## config.mk

```make
export PLATFORM = sky130hd
export DESIGN_NAME = div_ctrl
export DESIGN_NICKNAME = d
export VERILOG_FILES = /design/src/rtl/div_ctrl_pkg.sv /design/src/rtl/div_ctrl_step.sv /design/src/rtl/div_ctrl.sv
export SDC_FILE = /design/constraint.sdc
export NUM_CORES = 1
export LEC_CHECK = 0
export CAP_MARGIN = 20
export CORE_ASPECT_RATIO = 0.75
export CORE_MARGIN = 2
export CORE_UTILIZATION = 30
export CTS_BUF_LIST = sky130_fd_sc_hd__clkbuf_4 sky130_fd_sc_hd__clkbuf_8 sky130_fd_sc_hd__clkbuf_16
export CTS_CLUSTER_SIZE = 12
export DETAILED_ROUTE_END_ITERATION = 6
export PLACE_DENSITY = 0.58
export SETUP_SLACK_MARGIN = 0.02
export SLEW_MARGIN = 20
export SYNTH_ARGS = -nofsm -noshare
export SYNTH_HDL_FRONTEND = slang
export SYNTH_HIERARCHICAL = 1
export SYNTH_SLANG_ARGS = --single-unit
```

## constraint.sdc

```tcl
create_clock -name clk -period 5.7 [get_ports clk]
set_input_delay 1.14 -clock clk [delete_from_list [all_inputs] [get_ports clk]]
set_output_delay 1.14 -clock clk [all_outputs]
set_load 0.05 [all_outputs]
```

## src/rtl/div_ctrl_pkg.sv

```systemverilog
// div_ctrl_pkg: shared state encoding, default width and counter sizing for the divider.
package div_ctrl_pkg;

  localparam int unsigned DIV_DATA_WIDTH = 32;

  typedef enum logic [1:0] {
    DIV_IDLE = 2'd0,
    DIV_CALC = 2'd1,
    DIV_DONE = 2'd2
  } div_state_e;

  // Width of the iteration counter for a given operand width.
  function automatic int unsigned div_count_width(input int unsigned width);
    return (width > 1) ? $clog2(width) : 1;
  endfunction

endpackage

```

## src/rtl/div_ctrl_step.sv

```systemverilog
// div_ctrl_step: one combinational radix-2 restoring iteration (shift, trial subtract, quotient bit).
module div_ctrl_step #(
  parameter int unsigned DATA_WIDTH = 32
) (
  input  logic [DATA_WIDTH:0]   i_rem,
  input  logic [DATA_WIDTH-1:0] i_quo,
  input  logic [DATA_WIDTH-1:0] i_divisor,
  output logic [DATA_WIDTH:0]   o_rem,
  output logic [DATA_WIDTH-1:0] o_quo
);

  logic [DATA_WIDTH:0]   w_shift;
  logic [DATA_WIDTH+1:0] w_diff;
  logic                  w_no_borrow;

  // Bring the next dividend bit into the partial remainder.
  assign w_shift = {i_rem[DATA_WIDTH-1:0], i_quo[DATA_WIDTH-1]};

  // Trial subtract; a set top remainder bit means the shifted value exceeds any divisor.
  assign w_diff      = {1'b0, w_shift} - {2'b0, i_divisor};
  assign w_no_borrow = i_rem[DATA_WIDTH] | ~w_diff[DATA_WIDTH+1];

  // Restore on borrow, otherwise keep the difference and record a 1 quotient bit.
  assign o_rem = w_no_borrow ? w_diff[DATA_WIDTH:0] : w_shift;
  assign o_quo = {i_quo[DATA_WIDTH-2:0], w_no_borrow};

endmodule

```

## src/rtl/div_ctrl.sv

```systemverilog
// div_ctrl: multi-cycle radix-2 restoring divide sequencer for the EX stage.
// Optional macro DIV_SIGNED_EN adds signed divide selected by signed_flag.
module div_ctrl
  import div_ctrl_pkg::*;
#(
  parameter int unsigned DATA_WIDTH = DIV_DATA_WIDTH
) (
  input  logic                  clk,
  input  logic                  rst_n,
  input  logic                  start,
  input  logic                  signed_flag,
  input  logic [DATA_WIDTH-1:0] dividend,
  input  logic [DATA_WIDTH-1:0] divisor,
  input  logic                  cancel,
  output logic                  stall_req,
  output logic                  done,
  output logic [DATA_WIDTH-1:0] quotient,
  output logic [DATA_WIDTH-1:0] remainder
);

  localparam int unsigned            CW                = div_count_width(DATA_WIDTH);
  localparam logic [CW-1:0]          LAST_COUNT        = CW'(DATA_WIDTH - 1);
  localparam logic [DATA_WIDTH-1:0]  DIV_ZERO_QUOTIENT = '1;

  div_state_e            r_state;
  div_state_e            w_state_next;
  logic [CW-1:0]         r_count;
  logic [DATA_WIDTH:0]   r_rem;
  logic [DATA_WIDTH-1:0] r_quo;
  logic [DATA_WIDTH-1:0] r_divisor;
  logic                  r_done;
  logic [DATA_WIDTH-1:0] r_quotient;
  logic [DATA_WIDTH-1:0] r_remainder;

  logic                  w_accept;
  logic                  w_iterate;
  logic                  w_divisor_zero;
  logic                  w_last;
  logic [DATA_WIDTH:0]   w_rem_next;
  logic [DATA_WIDTH-1:0] w_quo_next;
  logic [DATA_WIDTH-1:0] w_a_mag;
  logic [DATA_WIDTH-1:0] w_b_mag;
  logic [DATA_WIDTH-1:0] w_q_final;
  logic [DATA_WIDTH-1:0] w_r_final;

  assign w_divisor_zero = (divisor == '0);
  assign w_last         = (r_count == LAST_COUNT);

`ifdef DIV_SIGNED_EN
  logic w_a_neg;
  logic w_b_neg;
  logic r_neg_q;
  logic r_neg_r;

  assign w_a_neg = signed_flag & dividend[DATA_WIDTH-1];
  assign w_b_neg = signed_flag & divisor[DATA_WIDTH-1];
  assign w_a_mag = w_a_neg ? -dividend : dividend;
  assign w_b_mag = w_b_neg ? -divisor  : divisor;

  // Result sign fix-ups captured with the operands.
  always_ff @(posedge clk or negedge rst_n) begin
    if (!rst_n) begin
      r_neg_q <= 1'b0;
      r_neg_r <= 1'b0;
    end else if (w_accept) begin
      r_neg_q <= w_a_neg ^ w_b_neg;
      r_neg_r <= w_a_neg;
    end
  end

  assign w_q_final = r_neg_q ? -w_quo_next : w_quo_next;
  assign w_r_final = r_neg_r ? -w_rem_next[DATA_WIDTH-1:0] : w_rem_next[DATA_WIDTH-1:0];
`else
  logic w_unused_signed_flag;

  assign w_unused_signed_flag = signed_flag;
  assign w_a_mag   = dividend;
  assign w_b_mag   = divisor;
  assign w_q_final = w_quo_next;
  assign w_r_final = w_rem_next[DATA_WIDTH-1:0];
`endif

  div_ctrl_step #(
    .DATA_WIDTH(DATA_WIDTH)
  ) u_step (
    .i_rem     (r_rem),
    .i_quo     (r_quo),
    .i_divisor (r_divisor),
    .o_rem     (w_rem_next),
    .o_quo     (w_quo_next)
  );

  // State register.
  always_ff @(posedge clk or negedge rst_n) begin
    if (!rst_n) begin
      r_state <= DIV_IDLE;
    end else begin
      r_state <= w_state_next;
    end
  end

  // Next-state logic; cancel overrides every transition.
  always_comb begin
    w_state_next = r_state;
    if (cancel) begin
      w_state_next = DIV_IDLE;
    end else begin
      case (r_state)
        DIV_IDLE: if (start) w_state_next = w_divisor_zero ? DIV_DONE : DIV_CALC;
        DIV_CALC: if (w_last) w_state_next = DIV_DONE;
        DIV_DONE: w_state_next = DIV_IDLE;
        default:  w_state_next = DIV_IDLE;
      endcase
    end
  end

  // Output decode: stall while accepting or iterating; released in DONE so the instruction retires.
  always_comb begin
    stall_req = 1'b0;
    w_accept  = 1'b0;
    w_iterate = 1'b0;
    if (rst_n && !cancel) begin
      case (r_state)
        DIV_IDLE: begin
          w_accept  = start;
          stall_req = start;
        end
        DIV_CALC: begin
          w_iterate = 1'b1;
          stall_req = 1'b1;
        end
        default: ;
      endcase
    end
  end

  // Done pulse raised on entry to DONE.
  always_ff @(posedge clk or negedge rst_n) begin
    if (!rst_n) begin
      r_done <= 1'b0;
    end else begin
      r_done <= (w_state_next == DIV_DONE);
    end
  end

  // Operand capture, iteration and result registers.
  always_ff @(posedge clk or negedge rst_n) begin
    if (!rst_n) begin
      r_count     <= '0;
      r_rem       <= '0;
      r_quo       <= '0;
      r_divisor   <= '0;
      r_quotient  <= '0;
      r_remainder <= '0;
    end else if (cancel) begin
      r_count <= '0;
    end else if (w_accept) begin
      r_count   <= '0;
      r_rem     <= '0;
      r_quo     <= w_a_mag;
      r_divisor <= w_b_mag;
      if (w_divisor_zero) begin
        r_quotient  <= DIV_ZERO_QUOTIENT;
        r_remainder <= dividend;
      end
    end else if (w_iterate) begin
      r_rem   <= w_rem_next;
      r_quo   <= w_quo_next;
      r_count <= r_count + CW'(1);
      if (w_last) begin
        r_quotient  <= w_q_final;
        r_remainder <= w_r_final;
      end
    end
  end

  assign done      = r_done;
  assign quotient  = r_quotient;
  assign remainder = r_remainder;

endmodule
```

==> metrics.md, run 1 <==
| Metric | Value |
|---|---|
| DRC viols | `0` |
| Vias in the first global route | `7755` |
| Die width | `about 210 um` |
| TritonRoute pass-1 iters | `5` |
| Vias | `~8000` |
| Most frequent cell after synthesis | `nand2_1` |
| Reg clk slew, reported paths | `approximately 0.060 ns` |
| Main flop type after synthesis | `dfrtp_1` |
| Routed Antenna Nets | `0` |
| CP max FO | `7` |
| Die Y | `160 um` |
| Worst Hold Class | `reg2reg` |
| Fmax achieved | `approximately 0.25 GHz` |
| Number of setup buffers added after CTS | `0` |
| Max-cap violations | `0` |
| Hold Buf Count CTS | `0` |
| WL per Instance | `17.1 um` |
| H-tree depth | `4` |
| Leakage | `5.36 nW` |
| Slew margin rel. | `between 30% and 40%` |
| Worst-skew pair later-pin latency | `about 0.44 ns` |
| Area of the core | `roughly 32000 um2` |
| Routed WL | `~27000 um` |
| Unrepaired setup endpoints after global routing | `no` |
| Final Non-Filler Cells | `1602` |
| Synth top area cells | `dfrtp_1, nand2_1, ha_1` |
| Starting density of the core | `30.4%` |
| Final setup fails | `0` |
| Leading area contributor after synthesis | `dfrtp_1` |
| EDFF count, synth | `0` |
| Post-Synthesis Cells | `~1100` |
| CTS Buffer Depth | `2` |
| Min cycle time layout | `4.03 ns` |
| Worst EP arrival | `about 2.9 ns` |
| Placed cells | `1570` |
| Critical Path RT | `around 4.6 ns` |
| CTS buffer count | `17` |
| Status | `finished, final reports clean` |
| Site Rows | `between 50 and 60` |
| Grt ovf | `0` |
| Setup TNS Final | `0 ns` |
| CTS tree | `yes` |
| FFs w/ async S/R, synth | `100%` |
| Critical Setup Path Class | `in2out` |
| DR vias/cell | `around 5` |
| Yosys reg bits | `between 150 and 200` |
| Initial antenna violation count | `0` |
| Detail Placement HPWL | `approximately 20000 um` |
| GRT Util Overall | `16.6%` |
| Power density cells | `around 600 nW/um2` |
| Port Buffers | `133` |
| Fin. Hold Viols | `0` |
| Area grow syn2layout | `20.1%` |
| Post-synth top area share | `a little over two fifths` |
| Clock skew | `roughly 0.014 ns` |
| Synth cell types | `62` |
| Ys Warns | `6` |
| Root buf cell | `clkbuf_16` |
| First-pass GRT wire length | `~44000 um` |
| Mapped Nets | `around 1200` |
| Tcrit/Tclk final | `just over 70%` |
| Critical path launch point type | `primary input` |
| Worst IR drop on VDD | `342 uV` |
| Seq/Total Area, Yosys | `between 40% and 50%` |
| Die area | `between 30000 and 40000 um2` |
| Post-Syn Area | `9790 um2` |
| Initial drt markers | `666` |
| Antenna Cells | `0` |
| Max Slew Vio Count | `0` |
| Actual slew at the worst max-slew pin | `~0.96 ns` |
| CTS resizes | `0` |
| Nets | `about 1300` |
| Most frequent cells after synthesis | `nand2_1, dfrtp_1, a21oi_1, nand3_1, o21ai_0` |
| CTS sink count | `approximately 170` |
| Avg Cell Area, Syn | `between 9 and 10 um2` |
| I/O pin cnt | `135` |
| Largest net degree at the start of global routing | `between 90 and 100` |
| GP Congestion | `0.864` |
| Share of cells above drive strength 1 | `8.45%` |
| Worst setup EP type | `primary output` |
-- routing by layer --
| metal | track usage (%) | wire length [um] |
|---|---|---|
| met5 | 0 | 0 |
| met4 | 3.46 | 246 |
| met3 | 3.29 | 1720 |
| met2 | 22.9 | 11000 |
| met1 | 26.2 | 14400 |
-- worst max-delay path: stages --
cell	delay, ns
clkdlybuf4s50_1	0.59
nor2_1	0.18
and3_2	0.24
nor2_1	0.40
inv_1	0.15
buf_12	0.18
-- placed cells by master, fill, tap and decap left out, types with 9 or more instances in the layout --
cell,count
nand2_1,272
dfrtp_1,169
clkdlybuf4s50_1,131
a21oi_1,69
nand3_1,48
o21ai_0,44
inv_1,42
a31oi_1,37
ha_1,34
o22a_1,32
mux2i_1,29
nor2_1,28
mux2_4,28
clkbuf_16,17
xnor2_1,17
xor2_1,12
nor4_1,10
buf_4,9
a21o_1,9
-- layout make-up --
| type | count | area (um2) |
|---|---|---|
| clock buffers | 17 | 425 |
| clock inverters | 15 | 161 |
| fillers | 3353 | 20500 |
| inverters | 44 | 170 |
| multi-input cells | 771 | 4780 |
| flip-flops and latches | 169 | 4230 |
| well taps | 442 | 553 |
| repair buffers | 144 | 1440 |
-- final timing paths --
path                                          startpoint                         to  slack (ns)  cells after the start
max in group asynchronous                          rst_n      r_rem[18]$_DFFE_PN0P_        3.33                      3
min in group asynchronous                          rst_n      r_quo[26]$_DFFE_PN0P_        0.64                      1
worst min register to register  r_divisor[8]$_DFFE_PN0P_   r_divisor[8]$_DFFE_PN0P_        0.48                      2
worst max-delay path                              cancel                  stall_req        1.67                      6
worst max register to register     r_quo[31]$_DFFE_PN0P_  remainder[24]$_DFFE_PN0P_        2.15                     13
worst min-delay path            r_divisor[8]$_DFFE_PN0P_   r_divisor[8]$_DFFE_PN0P_        0.48                      2
-- flip-flops by register name (all words and copies together) (netlist names) --
signal     count
done           1
r_quo         32
r_count        5
remainder     32
quotient      32
r_divisor     32
r_rem         33
r_state        2
-- through the flow --
step                      util, %  setup slack [ns]  hold slack (ns)  instance area [um2]  total power, W
after floorplan                 -              2.43            0.446                 9790         0.00502
after global placement       34.6              1.67            0.463                11200         0.00589
after detailed placement     34.6              1.68            0.464                11200         0.00592
after CTS                    36.5              1.68            0.481                11800         0.00711
after global routing         36.5              1.49            0.502                11800         0.00756
final                        36.5              1.67            0.475                11800         0.00709
-- kinds of logic (layout without fill, tap and decap cells) --
kind of cell             after synthesis  count (layout)  share of synthesized area [%]
AO/OA/AOI/OAI                        236             236                           15.8
XOR/XNOR                              29              29                           2.60
adder cells (fa/ha/maj)               35              35                           4.55
buffers and inverters                142             220                           8.23
flip-flops                           169             169                           43.2
multiplexers                          59              59                           7.49
AND/OR/NAND/NOR                      412             412                           18.1
-- report_power, final --
part / total (W) / switching [W] / internal, W / leakage [nW]
Sequential: 0.00182 / 0.000280 / 0.00154 / 2.02
Clock: 0.00116 / 0.000538 / 0.000619 / 0.286
Combinational: 0.00411 / 0.00239 / 0.00172 / 3.06
Total: 0.00709 / 0.00321 / 0.00388 / 5.36
No activity file was read; power rests on OpenSTA's default activity.
==> run 2, diff against run 1 <==
- clock period: 5.7 -> 4.15 ns (I/O delays scaled with it)
==> metrics.md, run 2 (same netlist as run 1, synthesis figures left out) <==
| Metric | Value |
|---|---|
| Worst-skew pair later-pin latency | `0.43 ns (about the same)` |
| Die width | `213 um (unchanged)` |
| GR Layer Usage met3 | `2.97% (-0.31 points)` |
| Fin. Hold Viols | `0 (unchanged)` |
| Worst setup EP type | `flop` |
| Clock share of power | `16.5% (+0.2 points)` |
| Power density cells | `827 nW/um2 (+37%)` |
| Most frequent cells in the layout | `nand2_1, dfrtp_1, clkdlybuf4s50_1` |
| R2R depth | `13 (unchanged)` |
| Largest net degree at the start of global routing | `98 (unchanged)` |
| Starting density of the core | `30.4% (unchanged)` |
| Die area | `34100 um2 (unchanged)` |
| Int Power | `0.00535 W (+38%)` |
| Comb power frac | `57.8% (-0.2 points)` |
| Setup TNS Final | `0 ns (unchanged)` |
| Die Y | `160 um (unchanged)` |
| Crit path cell chain | `inv_1, ha_1, fa_1, nand2b_1, a21oi_1, o21ai_1, a311oi_1, nor3_1, o311ai_0, xor2_1, mux2_4, nand2_1, a31oi_1` |
| GR peak layer | `met1` |
| TritonRoute pass-1 iters | `5 (unchanged)` |
| Status | `finished, final reports clean` |
| Final setup fails | `0 (unchanged)` |
| Antenna Cells | `0 (unchanged)` |
| DRC viols | `0 (unchanged)` |
| GRT Util Overall | `16.4% (-0.17 points)` |
| Number of flip-flops in the largest register | `33 (unchanged)` |
| CP max FO | `4 (-3)` |
| Fmax achieved | `0.281 GHz` |
| Sequential power share | `25.7% (about the same)` |
| Detail Placement HPWL | `19900 um (-0.41%)` |
| Hold_ws | `0.328 ns (-0.147 ns)` |
| Reg-to-reg slack, setup | `0.59 ns (-1.56 ns)` |
| Root buf cell | `clkbuf_16` |
| Reg clk slew, reported paths | `0.07 ns (about the same)` |
| Number of fill cells | `3313 (-1.2%)` |
| Port Buffers | `133 (unchanged)` |
| Critical path launch point type | `flop` |
| Worst EP arrival | `3.92 ns (+1.03 ns)` |
| GR Util met2 | `22.3% (-0.61 points)` |
| Unrepaired setup endpoints after global routing | `no` |
| Commonest non-fill, non-tap cell in the layout | `nand2_1` |
| Slew margin rel. | `36.8% (+1.6 points)` |
| Area grow syn2layout | `20.2% (about the same)` |
| WL per Instance | `17.1 um (+0.34%)` |
| Initial antenna violation count | `0 (unchanged)` |
| Worst IR drop on VDD | `553 uV (+62%)` |
| Actual slew at the worst max-slew pin | `0.948 ns (-0.0151 ns)` |
| GP Congestion | `0.854 (-1.2%)` |
| Grt ovf | `0 (unchanged)` |
| CTS tree | `yes` |
| Max-cap violations | `0 (unchanged)` |
| CTS resizes | `0 (unchanged)` |
| Routed WL | `27500 um (+0.40%)` |
| Site Rows | `57 (unchanged)` |
| P_sw | `0.00438 W (+36%)` |
| Worst reg2reg endpoint | `remainder[24]$_DFFE_PN0P_` |
| Number of setup buffers added after CTS | `0 (unchanged)` |
| DR vias/cell | `4.96 (-0.86%)` |
| FF-to-FF Start | `r_quo[31]$_DFFE_PN0P_` |
| CTS buffer count | `17 (unchanged)` |
| I/O pin cnt | `135 (unchanged)` |
| Routed Antenna Nets | `0 (unchanged)` |
| CP max-delay cell | `o311ai_0` |
| Most flops, register | `r_rem` |
| Area of the core | `32200 um2 (unchanged)` |
| Vias in the first global route | `7561 (-2.5%)` |
| First-pass GRT wire length | `43800 um (-0.97%)` |
| CTS sink count | `169 (unchanged)` |
| Critical Setup Path Class | `reg2reg` |
| Worst Hold Class | `in2async` |
| Tcrit/Tclk final | `85.9%` |
| Tot Pwr | `0.00973 W (+37%)` |
| Critical Path RT | `4.51 ns (-0.05 ns)` |
| Initial drt markers | `587 (-12%)` |
| CP peak stage delay | `0.50 ns (-0.09 ns)` |
| Min cycle time layout | `~3.6 ns` |
| Final core occ | `36.5% (about the same)` |
| Nets | `1253 (+0.16%)` |
| Global Route met1 Usage | `26.3% (+0.14 points)` |
| Hold Buf Count CTS | `0 (unchanged)` |
| Vias | `7951 (-0.80%)` |
| Max Slew Vio Count | `0 (unchanged)` |
| H-tree depth | `4 (unchanged)` |
| Sw frac | `45.0% (-0.29 points)` |
| CTS Buffer Depth | `2 (unchanged)` |
| Share of cells above drive strength 1 | `8.53% (+0.079 points)` |
| Leakage | `5.37 nW (about the same)` |
| Clock skew | `0.0118 ns (-0.00210 ns)` |
## run 2: cell type report
cell class                 count  area [um2]  share of cell area, %
clock buffer                  19         453                   3.85
clock inverter                12         131                   1.12
inverter                      44         170                   1.45
multi-input combinational    771        4780                   40.6
sequential                   169        4230                   35.9
tap                          442         553                   4.70
timing repair buffer         146        1450                   12.3
## run 2: critical path, delay by kind of cell, from the launching register on
kind / cells / cell delay [ns]
compound gates: 5 / 1.54
xor+xnor: 1 / 0.27
fa+ha+maj: 2 / 0.63
buf+inv: 1 / 0.06
flops: 1 / 0.35
mux: 1 / 0.22
simple gates: 3 / 0.42
## run 2: how the worst max path moves through the flow
stage / endpoint / from / slack, ns / cells past startpoint
after floorplan: remainder[24]$_DFFE_PN0P_ / r_quo[31]$_DFFE_PN0P_ / 1.36 / 13
after global placement: remainder[24]$_DFFE_PN0P_ / r_quo[31]$_DFFE_PN0P_ / 0.66 / 13
after detailed placement: remainder[24]$_DFFE_PN0P_ / r_quo[31]$_DFFE_PN0P_ / 0.57 / 13
after CTS: remainder[24]$_DFFE_PN0P_ / r_quo[31]$_DFFE_PN0P_ / 0.56 / 13
after global routing: remainder[24]$_DFFE_PN0P_ / r_quo[31]$_DFFE_PN0P_ / 0.32 / 13
final: remainder[24]$_DFFE_PN0P_ / r_quo[31]$_DFFE_PN0P_ / 0.59 / 13
## run 2: stage by stage
step	cell area, um2	setup WS [ns]	std cells
CTS	11800	0.564	1603
floorplan	9790	1.36	1082
finish	11800	0.586	1603
detailed placement	11200	0.573	1572
global route	11800	0.324	1603
global placement	11200	0.658	1572
## run 2: layer usage
layer  up-vias  share of wire [%]  wire length [um]
met3        19                5.7              1570
met1      3855                 53             14500
met5         -                  0                 0
met2       215                 41             11200
li1       3862                  -                 -
met4         0                1.0               283
## run 2: power groups by stage
| stage | clock network, W | registers, W | logic, W |
|---|---|---|---|
| 2_1_floorplan | 0 | 0.00304 | 0.00386 |
| 3_3_place_gp | 0 | 0.00252 | 0.00554 |
| 3_5_place_dp | 0 | 0.00252 | 0.00558 |
| 4_1_cts | 0.00165 | 0.00250 | 0.00560 |
| 5_1_grt | 0.00172 | 0.00256 | 0.00609 |
| 6_report | 0.00161 | 0.00250 | 0.00563 |
==> run 3, diff against run 2 <==
- CORE_ASPECT_RATIO: 0.75 -> 1.25
- CTS_CLUSTER_DIAMETER: unset -> 50
==> metrics.md, run 3 (same netlist as run 1, synthesis figures left out) <==
| Metric | Value |
|---|---|
| Status | `finished, final reports clean` |
| Final setup fails | `0 (unchanged)` |
| Routed Antenna Nets | `0 (unchanged)` |
| Reg clk slew, reported paths | `0.07 ns (about the same)` |
| Most flops, register | `r_rem` |
| CTS Buffer Depth | `2 (unchanged)` |
| Critical Setup Path Class | `reg2reg` |
| R2R depth | `13 (unchanged)` |
| Port Buffers | `133 (unchanged)` |
| CTS resizes | `0 (unchanged)` |
| Antenna Cells | `0 (unchanged)` |
| Unrepaired setup endpoints after global routing | `no` |
| Placed cells | `1544 (-1.8%)` |
| Worst IR drop on VDD | `437 uV (-21%)` |
| Slew margin rel. | `34.0% (-2.8 points)` |
| Worst reg2reg endpoint | `remainder[24]$_DFFE_PN0P_` |
| Fmax achieved | `0.285 GHz (+1.6%)` |
| Root buf cell | `clkbuf_16` |
| Power density cells | `813 nW/um2 (-1.7%)` |
| GP Congestion | `0.924 (+8.2%)` |
| Worst setup EP type | `flop` |
| Die area | `34100 um2 (about the same)` |
| Clock share of power | `16.9% (+0.4 points)` |
| Min cycle time layout | `3.51 ns (-0.0561 ns)` |
| CTS tree | `yes` |
| Initial drt markers | `642 (+9.4%)` |
| TritonRoute pass-1 iters | `5 (unchanged)` |
| DRC viols | `0 (unchanged)` |
| Fin. Hold Viols | `0 (unchanged)` |
| WL per Instance | `16.5 um (-4.0%)` |
| Actual slew at the worst max-slew pin | `0.989 ns (+0.0417 ns)` |
| Hold_ws | `0.283 ns (-0.0449 ns)` |
| Detail Placement HPWL | `19100 um (-3.8%)` |
| Reg-to-reg slack, setup | `0.64 ns (+0.06 ns)` |
| Most frequent cells in the layout | `nand2_1, dfrtp_1, clkdlybuf4s50_1` |
| Area of the core | `32000 um2 (-0.83%)` |
| Reg area | `4230 um2 (unchanged)` |
| Footprint of the multi-input gates | `4780 um2 (about the same)` |
| Worst Hold Class | `in2async` |
| Vias in the first global route | `7932 (+4.9%)` |
| Hold Buf Count CTS | `0 (unchanged)` |
| Sequential power share | `26.0% (+0.3 points)` |
| Number of flip-flops in the largest register | `33 (unchanged)` |
| Critical Path RT | `4.47 ns (-0.04 ns)` |
| Commonest non-fill, non-tap cell in the layout | `nand2_1` |
| Largest net degree at the start of global routing | `98 (unchanged)` |
| Max Slew Vio Count | `0 (unchanged)` |
| CTS buffer count | `17 (unchanged)` |
| Number of fill cells | `3279 (-1.0%)` |
| Worst-skew pair later-pin latency | `0.44 ns (about the same)` |
| Vias | `7793 (-2.0%)` |
| Site Rows | `73 (+28%)` |
| Starting density of the core | `30.6% (+0.25 points)` |
| I/O pin cnt | `135 (unchanged)` |
| Final instance area | `11800 um2 (about the same)` |
| Share of cells above drive strength 1 | `8.76% (+0.24 points)` |
| H-tree depth | `4 (unchanged)` |
| First-pass GRT wire length | `41600 um (-5.0%)` |
| CTS sink count | `169 (unchanged)` |
| DR vias/cell | `4.94 (-0.31%)` |
| Grt ovf | `0 (unchanged)` |
| Die width | `166 um (-22%)` |
| Final Non-Filler Cells | `1576 (-1.7%)` |
| Worst EP arrival | `3.83 ns (-0.09 ns)` |
| Final core occ | `36.8% (+0.32 points)` |
| Int Power | `0.00538 W (+0.43%)` |
| P_sw | `0.00419 W (-4.3%)` |
| Clock skew | `0.00869 ns (-0.00311 ns)` |
| Die Y | `206 um (+28%)` |
| GRT Util Overall | `15.7% (-0.67 points)` |
| Routed WL | `25900 um (-5.6%)` |
| Max-cap violations | `0 (unchanged)` |
| Placed cell area | `11200 um2 (about the same)` |
| Leakage | `5.38 nW (+0.28%)` |
| Setup TNS Final | `0 ns (unchanged)` |
| Area grow syn2layout | `20.3% (about the same)` |
| Critical path launch point type | `flop` |
| Nets | `1255 (+0.16%)` |
| Number of setup buffers added after CTS | `0 (unchanged)` |
| Initial antenna violation count | `0 (unchanged)` |
| FF-to-FF Start | `r_quo[31]$_DFFE_PN0P_` |
| Comb power frac | `57.0% (-0.8 points)` |
| CP max FO | `4 (unchanged)` |
| Tcrit/Tclk final | `84.5% (-1.4 points)` |
| Sw frac | `43.8% (-1.2 points)` |
-- run 3: per-stage QoR --
step | total power (W) | worst slack [ns]
after floorplan | 0.00689 | 1.36
after global placement | 0.00790 | 0.644
after detailed placement | 0.00796 | 0.657
after CTS | 0.00963 | 0.633
after global routing | 0.0102 | 0.442
final | 0.00957 | 0.642
-- run 3: per-layer routing --
layer	GRT usage, %	up-vias	wire (um)
li1	-	3838	-
met1	19.7	3759	11500
met2	26.5	161	12800
met3	3.35	35	1090
met4	5.91	0	618
met5	0	-	0
-- run 3: power groups by stage --
stage	clock [W]	sequential [W]	combinational [W]
4_1_cts	0.00167	0.00249	0.00547
5_1_grt	0.00175	0.00255	0.00594
3_3_place_gp	0	0.00251	0.00540
6_report	0.00162	0.00249	0.00546
3_5_place_dp	0	0.00251	0.00545
2_1_floorplan	0	0.00304	0.00386
-- run 3: worst max-delay path by stage --
stage | startpoint | to | cells past startpoint
2_1_floorplan | r_quo[31]$_DFFE_PN0P_ | remainder[24]$_DFFE_PN0P_ | 13
3_3_place_gp | r_quo[31]$_DFFE_PN0P_ | remainder[24]$_DFFE_PN0P_ | 13
3_5_place_dp | r_quo[31]$_DFFE_PN0P_ | remainder[24]$_DFFE_PN0P_ | 13
4_1_cts | r_quo[31]$_DFFE_PN0P_ | remainder[24]$_DFFE_PN0P_ | 13
5_1_grt | r_quo[31]$_DFFE_PN0P_ | remainder[24]$_DFFE_PN0P_ | 13
6_report | r_quo[31]$_DFFE_PN0P_ | remainder[24]$_DFFE_PN0P_ | 13
-- run 3: worst max-delay path, stage by stage, from the launching register on --
cell and delay [ns]:
dfrtp_1 0.44, inv_1 0.10, ha_1 0.24, fa_1 0.41
nand2b_1 0.18, a21oi_1 0.18, o21ai_1 0.18, a311oi_1 0.49
nor3_1 0.16, o311ai_0 0.43, xor2_1 0.13, mux2_4 0.28
nand2_1 0.06, a31oi_1 0.09
-- run 3: area by class of cell --
| cell class | instances | area share, % |
|---|---|---|
| timing repair buffer | 148 | 12.6 |
| clock buffer | 18 | 3.68 |
| multi-input combinational | 771 | 40.6 |
| sequential | 169 | 35.9 |
| tap | 412 | 4.38 |
| clock inverter | 14 | 1.37 |
| inverter | 44 | 1.45 |
